### src/rtl/expu_pkg.sv
// expu_pkg
// Shared definitions for the exp/log units of the softmax datapath.
// Contents:
//   fp_format_e    - supported float formats
//   log_class_e    - operand classes seen by the log unit
//   exp_bits/man_bits/fp_width          - float format geometry
//   fix_frac_bits/fix_mag_bits          - fixed-point widths used by the log unit
//   pos_inf/neg_inf/canonical_nan       - special bit patterns, LSB-aligned in 64 bits
package expu_pkg;

  typedef enum logic [2:0] {
    FP32,
    FP64,
    FP16,
    FP8,
    FP16ALT
  } fp_format_e;

  typedef enum logic [2:0] {
    NORMAL,
    ZERO,
    NEG,
    INF,
    NAN
  } log_class_e;

  function automatic int unsigned exp_bits(input fp_format_e fmt);
    case (fmt)
      FP32:    return 8;
      FP64:    return 11;
      FP16:    return 5;
      FP8:     return 5;
      FP16ALT: return 8;
      default: return 8;
    endcase
  endfunction

  function automatic int unsigned man_bits(input fp_format_e fmt);
    case (fmt)
      FP32:    return 23;
      FP64:    return 52;
      FP16:    return 10;
      FP8:     return 2;
      FP16ALT: return 7;
      default: return 7;
    endcase
  endfunction

  function automatic int unsigned fp_width(input fp_format_e fmt);
    return 1 + exp_bits(fmt) + man_bits(fmt);
  endfunction

  // Fraction bits of the fixed-point log value: the mantissa plus guard bits.
  function automatic int unsigned fix_frac_bits(input fp_format_e fmt, input int unsigned guard);
    return man_bits(fmt) + guard;
  endfunction

  // Total magnitude width: the integer part needs as many bits as the exponent field.
  function automatic int unsigned fix_mag_bits(input fp_format_e fmt, input int unsigned guard);
    return exp_bits(fmt) + man_bits(fmt) + guard;
  endfunction

  function automatic logic [63:0] pos_inf(input fp_format_e fmt);
    logic [63:0] ones;
    ones = (64'd1 << exp_bits(fmt)) - 64'd1;
    return ones << man_bits(fmt);
  endfunction

  function automatic logic [63:0] neg_inf(input fp_format_e fmt);
    return pos_inf(fmt) | (64'd1 << (exp_bits(fmt) + man_bits(fmt)));
  endfunction

  // Quiet NaN with positive sign and only the mantissa MSB set.
  function automatic logic [63:0] canonical_nan(input fp_format_e fmt);
    return pos_inf(fmt) | (64'd1 << (man_bits(fmt) - 1));
  endfunction

endpackage

### src/rtl/logu_lzc.sv
// logu_lzc
// Parametric leading-zero counter used to renormalise fixed-point values.
// Ports:
//   value  in  WIDTH      word to scan
//   count  out CNT_WIDTH  number of zeros above the most significant one (WIDTH when value is 0)
//   empty  out 1          value is all zeros
module logu_lzc #(
  parameter int unsigned WIDTH     = 18,
  parameter int unsigned CNT_WIDTH = $clog2(WIDTH + 1)
) (
  input  logic [WIDTH-1:0]     value,
  output logic [CNT_WIDTH-1:0] count,
  output logic                 empty
);

  // Scan from the LSB upwards so the highest set bit is the last one to
  // overwrite the count, leaving the distance from that bit to the MSB.
  always_comb begin
    count = CNT_WIDTH'(WIDTH);
    for (int i = 0; i < int'(WIDTH); i++) begin
      if (value[i]) begin
        count = CNT_WIDTH'(int'(WIDTH) - 1 - i);
      end
    end
  end

  assign empty = (value == '0);

endmodule

### src/rtl/logu_log2.sv
// logu_log2
// Three-stage pipelined base-2 logarithm for positive floats.
// Stage 1 unpacks and classifies, stage 2 turns the mantissa into log2(1+m)
// with a quadratic correction and adds the unbiased exponent, stage 3
// renormalises the fixed-point magnitude back into the float format.
// Ports:
//   clk_i    in  1      clock
//   rst_i    in  1      asynchronous active-high reset
//   valid_i  in  1      operand valid
//   ready_o  out 1      unit accepts op_i this cycle
//   op_i     in  WIDTH  float operand
//   valid_o  out 1      result valid
//   ready_i  in  1      downstream accepts res_o
//   res_o    out WIDTH  float log2(op_i)
module logu_log2
  import expu_pkg::*;
#(
  parameter fp_format_e   FPFORMAT             = FP16ALT,
  parameter int unsigned  COEFFICIENT_FRACTION = 5,
  parameter real          K_REAL               = 0.34375,
  parameter int unsigned  GUARD_BITS           = 3,
  localparam int unsigned WIDTH                = fp_width(FPFORMAT)
) (
  input  logic             clk_i,
  input  logic             rst_i,
  input  logic             valid_i,
  output logic             ready_o,
  input  logic [WIDTH-1:0] op_i,
  output logic             valid_o,
  input  logic             ready_i,
  output logic [WIDTH-1:0] res_o
);

  localparam int unsigned E          = exp_bits(FPFORMAT);
  localparam int unsigned M          = man_bits(FPFORMAT);
  localparam int unsigned F          = fix_frac_bits(FPFORMAT, GUARD_BITS);
  localparam int unsigned VW         = fix_mag_bits(FPFORMAT, GUARD_BITS);
  localparam int unsigned CW         = $clog2(VW + 1);
  localparam int unsigned BIAS       = (2 ** (E - 1)) - 1;
  localparam int unsigned KW         = COEFFICIENT_FRACTION + 2;
  localparam int unsigned PROD_W     = 2 * M + 1 + KW;
  // m*(1-m) carries 2M fraction bits and K adds its own; drop down to F.
  localparam int unsigned SHIFT      = M + COEFFICIENT_FRACTION - GUARD_BITS;
  // Exponent of a value whose leading one sits at bit (VW-1) of the magnitude.
  localparam int unsigned EXP_OFFSET = BIAS + VW - 1 - F;
  localparam int          K_INT      = int'(K_REAL * real'(2 ** COEFFICIENT_FRACTION));
  localparam logic [KW-1:0]    K_VEC       = KW'(K_INT);
  localparam logic [WIDTH-1:0] NAN_PAT     = WIDTH'(canonical_nan(FPFORMAT));
  localparam logic [WIDTH-1:0] POS_INF_PAT = WIDTH'(pos_inf(FPFORMAT));
  localparam logic [WIDTH-1:0] NEG_INF_PAT = WIDTH'(neg_inf(FPFORMAT));

  // Handshake state
  logic s1_valid, s2_valid, s3_valid;
  logic s1_ready, s2_ready, s3_ready;

  // Stage 1 registers
  logic [E-1:0] s1_exp;
  logic [M-1:0] s1_man;
  log_class_e   s1_class;

  // Stage 2 registers
  logic [VW-1:0] s2_mag;
  logic          s2_neg;
  log_class_e    s2_class;

  // Stage 3 register
  logic [WIDTH-1:0] s3_res;

  // Combinational stage inputs
  logic [E-1:0]          in_exp;
  logic [M-1:0]          in_man;
  log_class_e            in_class;
  logic signed [E+1:0]   k_int;
  logic                  k_neg;
  logic [E-1:0]          k_abs;
  logic [M:0]            one_minus;
  logic [PROD_W-1:0]     prod;
  logic [F:0]            f_sum;
  logic [F-1:0]          f_frac;
  logic [VW-1:0]         int_part;
  logic [VW-1:0]         mag_next;
  logic [CW-1:0]         lz_count;
  logic                  mag_zero;
  logic [E-1:0]          norm_exp;
  logic [M-1:0]          norm_mant;
  logic [WIDTH-1:0]      packed_res;
  logic [WIDTH-1:0]      res_next;

  // A stage can take new data when it is empty or its content moves on this
  // cycle; the chain is combinational so a free output slot propagates back
  // to the input in the same cycle.
  assign s3_ready = ~s3_valid | ready_i;
  assign s2_ready = ~s2_valid | s3_ready;
  assign s1_ready = ~s1_valid | s2_ready;
  assign ready_o  = s1_ready;
  assign valid_o  = s3_valid;
  assign res_o    = s3_res;

  // Split the operand and decide its class. Zero exponents (zero and
  // denormals) flush to zero and win over the sign, so -0 also gives -inf.
  always_comb begin
    in_exp   = op_i[WIDTH-2 -: E];
    in_man   = op_i[M-1:0];
    in_class = NORMAL;
    if (in_exp == '0) begin
      in_class = ZERO;
    end else if (op_i[WIDTH-1]) begin
      in_class = NEG;
    end else if (in_exp == '1) begin
      in_class = (in_man == '0) ? INF : NAN;
    end
  end

  // Correction: f = m + K*m*(1-m) in Q0.F with the product truncated, then
  // combine with the unbiased exponent k. For negative k the magnitude is
  // |k| - f, which stays positive because |k| >= 1 > f.
  always_comb begin
    k_int     = $signed({2'b00, s1_exp}) - $signed((E + 2)'(BIAS));
    k_neg     = k_int[E+1];
    k_abs     = k_neg ? E'(-k_int) : E'(k_int);
    one_minus = {1'b1, {M{1'b0}}} - {1'b0, s1_man};
    prod      = PROD_W'(s1_man) * PROD_W'(one_minus) * PROD_W'(K_VEC);
    f_sum     = (F + 1)'({s1_man, {GUARD_BITS{1'b0}}}) + (F + 1)'(prod >> SHIFT);
    f_frac    = f_sum[F] ? '1 : f_sum[F-1:0];
    int_part  = {k_abs, {F{1'b0}}};
    mag_next  = k_neg ? (int_part - VW'(f_frac)) : (int_part + VW'(f_frac));
  end

  logu_lzc #(
    .WIDTH     (VW),
    .CNT_WIDTH (CW)
  ) u_lzc (
    .value (s2_mag),
    .count (lz_count),
    .empty (mag_zero)
  );

  // Renormalise: shift the leading one up to the MSB, drop it, and keep the
  // next M bits (truncation). Special classes replace the packed value.
  always_comb begin
    norm_exp   = E'(EXP_OFFSET) - E'(lz_count);
    norm_mant  = M'((s2_mag << lz_count) >> (VW - 1 - M));
    packed_res = mag_zero ? '0 : {s2_neg, norm_exp, norm_mant};
    case (s2_class)
      ZERO:    res_next = NEG_INF_PAT;
      NEG:     res_next = NAN_PAT;
      INF:     res_next = POS_INF_PAT;
      NAN:     res_next = NAN_PAT;
      default: res_next = packed_res;
    endcase
  end

  // Stage valid flags; each moves only when its stage may advance, so a
  // stalled output keeps valid_o asserted.
  always_ff @(posedge clk_i or posedge rst_i) begin
    if (rst_i) begin
      s1_valid <= 1'b0;
      s2_valid <= 1'b0;
      s3_valid <= 1'b0;
    end else begin
      if (s1_ready) s1_valid <= valid_i;
      if (s2_ready) s2_valid <= s1_valid;
      if (s3_ready) s3_valid <= s2_valid;
    end
  end

  // Stage data; loaded only when a valid item actually moves in, which keeps
  // res_o stable while the output is stalled.
  always_ff @(posedge clk_i or posedge rst_i) begin
    if (rst_i) begin
      s1_exp   <= '0;
      s1_man   <= '0;
      s1_class <= NORMAL;
      s2_mag   <= '0;
      s2_neg   <= 1'b0;
      s2_class <= NORMAL;
      s3_res   <= '0;
    end else begin
      if (s1_ready && valid_i) begin
        s1_exp   <= in_exp;
        s1_man   <= in_man;
        s1_class <= in_class;
      end
      if (s2_ready && s1_valid) begin
        s2_mag   <= mag_next;
        s2_neg   <= k_neg;
        s2_class <= s1_class;
      end
      if (s3_ready && s2_valid) begin
        s3_res <= res_next;
      end
    end
  end

endmodule

### config.mk
export PLATFORM = sky130hd
export DESIGN_NAME = logu_log2
export DESIGN_NICKNAME = d
export VERILOG_FILES = /design/src/rtl/expu_pkg.sv /design/src/rtl/logu_lzc.sv /design/src/rtl/logu_log2.sv
export SDC_FILE = /design/constraint.sdc
export NUM_CORES = 1
export LEC_CHECK = 0
export CAP_MARGIN = 20
export CORE_ASPECT_RATIO = 0.75
export CORE_MARGIN = 4
export CORE_UTILIZATION = 35
export DETAILED_ROUTE_END_ITERATION = 8
export GPL_TIMING_DRIVEN = 0
export PLACE_DENSITY = 0.52
export SLEW_MARGIN = 20
export SYNTH_ARGS = -nofsm -noshare
export SYNTH_HDL_FRONTEND = slang
export SYNTH_SLANG_ARGS = --single-unit
### constraint.sdc
create_clock -name clk_i -period 12.81 [get_ports clk_i]
set_clock_uncertainty 0.15 [all_clocks]
set_input_delay 3.843 -clock clk_i [delete_from_list [all_inputs] [get_ports clk_i]]
set_output_delay 3.843 -clock clk_i [all_outputs]
set_load 0.01 [all_outputs]
### After elaboration in Yosys (flattened, before gate mapping)

Index checks and enable logic that the tools add are counted.

| storage, ports and cells | value |
|---|---|
| register bits after elaboration | 59 |
| input port bits | 20 |
| output and inout bits | 18 |
| logic and storage cells | 65 |

| operators by class | value |
|---|---|
| add/subtract/negate cells | 7 |
| multipliers | 2 |
| equal/unequal tests | 5 |
| shift operators | 1 |
| muxes and demuxes | 27 |
| bitwise gates (word level) | 6 |
| reduce and logical (&&, ||, !) cells | 7 |

Operator list:

| operator | count |
|---|---|
| 2-to-1 mux 5 bit | 16 |
| case mux 16 bit (3 select lines) | 1 |
| multiplier 15 x 4 -> 19 bit (second input constant) | 1 |
| adder 18 x 10 -> 18 bit | 1 |
| zero test 18 bit | 1 |
| 2-to-1 mux 18 bit | 1 |
| left shift 18 x 5 -> 17 bit | 1 |
| subtractor 18 x 10 -> 18 bit | 1 |
| 2-to-1 mux 16 bit | 1 |
| multiplier 7 x 8 -> 15 bit | 1 |
| 2-to-1 mux 3 bit | 4 |
| adder 10 x 10 -> 11 bit | 1 |
| 2-to-1 mux 10 bit | 1 |
| subtractor 8 x 7 -> 9 bit (second input constant) | 1 |
| equality test 8 bit (second input constant) | 1 |
| zero test 8 bit | 1 |
| 2-to-1 mux 8 bit | 1 |
| negator 8 bit | 1 |
| subtractor 8 x 5 -> 8 bit (first input constant) | 1 |
| subtractor 8 x 7 -> 8 bit (first input constant) | 1 |
| zero test 7 bit | 1 |
| equality test 3 x 2 -> 1 bit (second input constant) | 2 |
| 2-to-1 mux 2 bit | 2 |
| equality test 3 x 1 -> 1 bit (second input constant) | 1 |
| 5 further kinds | 11 |

### Longest topological paths before layout

| logic depth | value |
|---|---|
| word-level depth | 21 |
| mapped depth | 43 |
| depth with buffers taken out | 40 |

### Modules after synthesis

Synthesis repeated with hierarchy kept, for this count alone.

| unflattened totals | value |
|---|---|
| cells, all modules | 788 |
| area, all modules | 7145.6 um2 |

By module, submodules not included:

| module | times used | cells each | area an instance (um2) | seq. area each (um2) |
|---|---|---|---|---|
| logu_log2 | 1 | 753 | 6936.7 | 1476.4 |
| logu_lzc | 1 | 35 | 209.0 | 0.0 |

### Worst setup path before layout

OpenSTA, ideal clock, no wires.

| timing path | value |
|---|---|
| path kind | reg-to-reg |
| start | register s1_man[0] |
| end | register s2_mag[16] |
| setup time | 0.126 ns |
| arrival | 9.436 ns |
| data required time | 12.534 ns |
| slack | 3.098 ns |
| stages on the path, launching flop included | 40 |
| buffers on the path | 2 |
| period minus slack after synthesis | 9.712 ns |
| cell sequence | dfrtp_1 clkbuf_1 inv_1 ha_1 ha_1 nand2b_1 fa_1 inv_1 fa_1 inv_1 fa_1 fa_1 inv_1 ha_1 a21boi_0 nor2_1 xnor2_1 ha_1 [... 4 more ...] a221o_1 o2111ai_2 a41oi_1 o31a_1 o21a_1 nor2_1 xnor2_1 ha_1 o2111ai_1 a21oi_1 or2_2 nor2_1 ha_1 o2111a_1 buf_2 and3_1 o311a_1 a221o_1 |

| between the ends | value |
|---|---|
| longest elaborated chain between the ends | 7 |
| elaborated cells between the ends (all ways) | 8 |
| classes of those cells | 4 x add/sub; 2 x mul; 2 x mux |

RTL lines:

| item | RTL line | source |
|---|---|---|
| start: declaration | logu_log2.sv:58 | `logic [M-1:0] s1_man;` |
| start signal: assignment | logu_log2.sv:181 | `s1_man <= in_man;` |
| subtractor 8 x 7 -> 8 bit | logu_log2.sv:121 | `one_minus = {1'b1, {M{1'b0}}} - {1'b0, s1_man};` |
| multiplier 7 x 8 -> 15 bit | logu_log2.sv:122 | `prod = PROD_W'(s1_man) * PROD_W'(one_minus) * PROD_W'(K_VEC);` |
| multiplier 15 x 4 -> 19 bit | logu_log2.sv:122 |  |
| adder 10 x 10 -> 11 bit (*) | logu_log2.sv:123 | `f_sum = (F + 1)'({s1_man, {GUARD_BITS{1'b0}}}) + (F + 1)'(prod >> SHIFT);` |
| 2-to-1 mux 10 bit (*) | logu_log2.sv:124 | `f_frac = f_sum[F] ? '1 : f_sum[F-1:0];` |
| adder 18 x 10 -> 18 bit or subtractor 18 x 10 -> 18 bit (tied branches) | logu_log2.sv:126 | `mag_next = k_neg ? (int_part - VW'(f_frac)) : (int_part + VW'(f_frac));` |
| 2-to-1 mux 18 bit (*) | logu_log2.sv:126 |  |
| end signal: assignment | logu_log2.sv:185 | `s2_mag <= mag_next;` |
| end: declaration | logu_log2.sv:62 | `logic [VW-1:0] s2_mag;` |

Mark *: on every way between the ends. The rest lies on a longest branch, timed or not.
A chain may end at the register's enable or synchronous reset.

### Worst setup path in the final report

| timing path | value |
|---|---|
| start | register s1_man[0] |
| end | register s2_mag[12] |

Same word-level chain as after synthesis.

==> flow_summary.yaml <==
outcome:
  outcome: "finished, final reports clean"
clocking:
  post_cts_buffers: 0
  root_buffer: "clkbuf_16"
  hold_buffers: 0
  path_clk_slew_ns: 0.05
  cts_sinks: 59
  cts-buffers-inserted: 9
  cts.path.max_buffers: 2
  ctsResizeCount: 0
  clk_latency_ns: 0.33
  cts_tree: "done"
  htree_levels: 3
worst_setup_path:
  critPathMaxFanout: 10
  max_stage_delay_ns: 0.52
  arrival_ns: 11.36
  critPathSlowestCell: "fa_1"
  crit_type: "reg -> reg"
  cp-start-kind: "register"
  crit_path_frequent_cell: "ha_1"
  end_kind: "register"
  crit_required_ns: 12.92
die:
  die_x_um: 176
  start_util: 0.362
  die_area_um2: 23700
  ios: 38
  core-area_um2: 20600
  row_count: 45
  die_h_um: 134
logic_synthesis:
  yosys_warnings: 0
  syn_avg_cell_area_um2: 8.52
  synth_area_um2: 7450
  synth_seq_area_share: 0.198
  synth_edf_count: 0
  async_flop_share: 1.00
  synth-seq-cells: 59
  syn_inst: 874
  synth_cell_type_count: 86
  synth_flop_cell: "dfrtp_1"
routing:
  detail_route.iter0.violations: 350
  routed_wirelength_mm: 18.3
  antenna_left: 0
  viasPerCell: 5.15
  drt_first_pass_iters: 5
  via_count: 6260
  route.detailed.drc: 0
  wire_per_inst_um: 15.1
global_route:
  overflow: 0
  grt_max_degree: 42
  antenna_found_initial: 0
  grtUsageTotal: 0.158
  grt_pass1_vias: 5869
  grt_first_pass_wirelength_mm: 30.8
layout:
  fin_cells: 1215
  area_delta_synth_final_pct: 14.7
  nets: 1073
  num_antenna_cells: 0
  layout-drive-gt1-share: 0.0772
  final_util: 0.416
timing:
  tightest_slew_ns: 0.851
  final_max_slew_viol_count: 0
  period_share: 0.878
  min_period_ns: 11.25
  rsz0062_at_grt: "no"
  hold_viol_final: 0
  setup_viol: 0
  clock.fmax_mhz: 88.9
  slew_headroom: 0.428
  setup_tns_ns: 0
place:
  hpwl_mm: 14.9
  io_buffers: 37
  place_inst: 1199
  place_congestion: 0.848
hold_path:
  min_path_type: "reg -> reg"
run:
  maxCapViolCount: 0
[layout by cell type, fill, tap and decap left out, types with 5 or more instances in the layout]
cell              n
a211oi_1          9
a21o_1            9
clkbuf_16         9
conb_1            7
o21ai_0          38
or2_2             7
a21oi_1          47
clkdlybuf4s50_1  37
buf_2             6
nor4_1           10
nand4_1           8
ha_1             85
nor2_1           80
nand2b_1         22
nor3_1           15
mux2i_1          14
fa_1             40
inv_1            75
o31ai_1           5
xnor2_1          27
a31oi_1          10
clkbuf_1         29
and2_1           15
o211ai_1          6
dfrtp_1          59
mux2_2           19
o21a_1            8
clkbuf_8          6
nand2_1          75
nor2b_1          19
xor2_1           20
nor3b_1           7
nand3_1          11
[cell usage after synthesis, drive strengths merged, types with 14 or more instances]
library cell	number	area (um2)
nor2	80	300
o21ai	40	200
mux2	19	214
ha	85	1060
inv	78	293
nor2b	19	119
xnor2	27	236
nand2b	22	138
dfrtp	59	1480
nand2	75	282
mux2i	14	140
nor3	15	75.1
and2	15	93.8
a21oi	47	235
clkbuf	33	165
fa	40	801
xor2	20	175
[metal layers]
| layer | GRT usage | vias up | part of all wire |
|---|---|---|---|
| met2 | 0.203 | 92 | 0.38 |
| met3 | 0.0223 | 10 | 0.026 |
| met5 | 0 | - | 0 |
| met1 | 0.271 | 2992 | 0.59 |
| li1 | - | 3166 | - |
| met4 | 0.0262 | 0 | 0.0069 |
[kinds of logic (layout without fill, tap and decap cells)]
logic type	after synthesis	after routing	synth area share
mux	33	33	0.0475
xor+xnor	47	47	0.0553
flops	59	59	0.198
fa+ha+maj	125	125	0.250
simple gates	296	296	0.201
buf+inv	118	172	0.0665
compound gates	194	194	0.180
other cells	2	7	0.00101
[flip-flops by register name (all words and copies together), names as in the netlist]
| name | flops |
|---|---|
| s1_exp | 8 |
| valid_o | 1 |
| res_o | 16 |
| s2_valid | 1 |
| s1_man | 7 |
| s2_class | 3 |
| s1_valid | 1 |
| s2_mag | 18 |
| s1_class | 3 |
| s2_neg | 1 |
[worst paths after layout]
| path | cells past startpoint | start | slack (ns) | endpoint |
|---|---|---|---|---|
| min reg2reg | 2 | s1_class[1] | 0.33 | s1_class[1] |
| min | 2 | s1_class[1] | 0.33 | s1_class[1] |
| max in group asynchronous | 3 | rst_i | 8.35 | s2_mag[0] |
| min in group asynchronous | 2 | rst_i | 3.65 | s1_valid |
| max reg2reg | 41 | s1_man[0] | 1.56 | s2_mag[12] |
| max | 41 | s1_man[0] | 1.56 | s2_mag[12] |
[per-stage QoR]
| step | hold slack, ns | instance area, um2 | setup slack, ns |
|---|---|---|---|
| 2_1_floorplan | 0.288 | 7470 | 3.10 |
| 3_3_place_gp | 0.304 | 8190 | 1.59 |
| 3_5_place_dp | 0.318 | 8210 | 1.61 |
| 4_1_cts | 0.333 | 8540 | 1.58 |
| 5_1_grt | 0.363 | 8540 | 0.889 |
| 6_report | 0.329 | 8540 | 1.56 |
[cell type report]
class / count / area (um2)
buffer: 40 / 203
clock buffer: 12 / 256
clock inverter: 4 / 72.6
fill: 2119 / 12000
inverter: 78 / 295
multi-input combinational: 702 / 5500
sequential: 59 / 1480
tap: 282 / 353
timing repair buffer: 38 / 390
[critical path, delay by kind of cell, from the launching register on]
family	cells	cell delay [ns]
AOI/OAI and AO/OA	10	2.49
xor gates and xnor gates	3	0.76
buffers and inverters	6	0.86
DFF	1	0.50
adders and majority gates	12	4.19
and+or+nand+nor	10	2.16
Power is left out: the tool's default activity adds up to more than one toggle a clock period on the data nets, which glitch-free logic cannot reach.
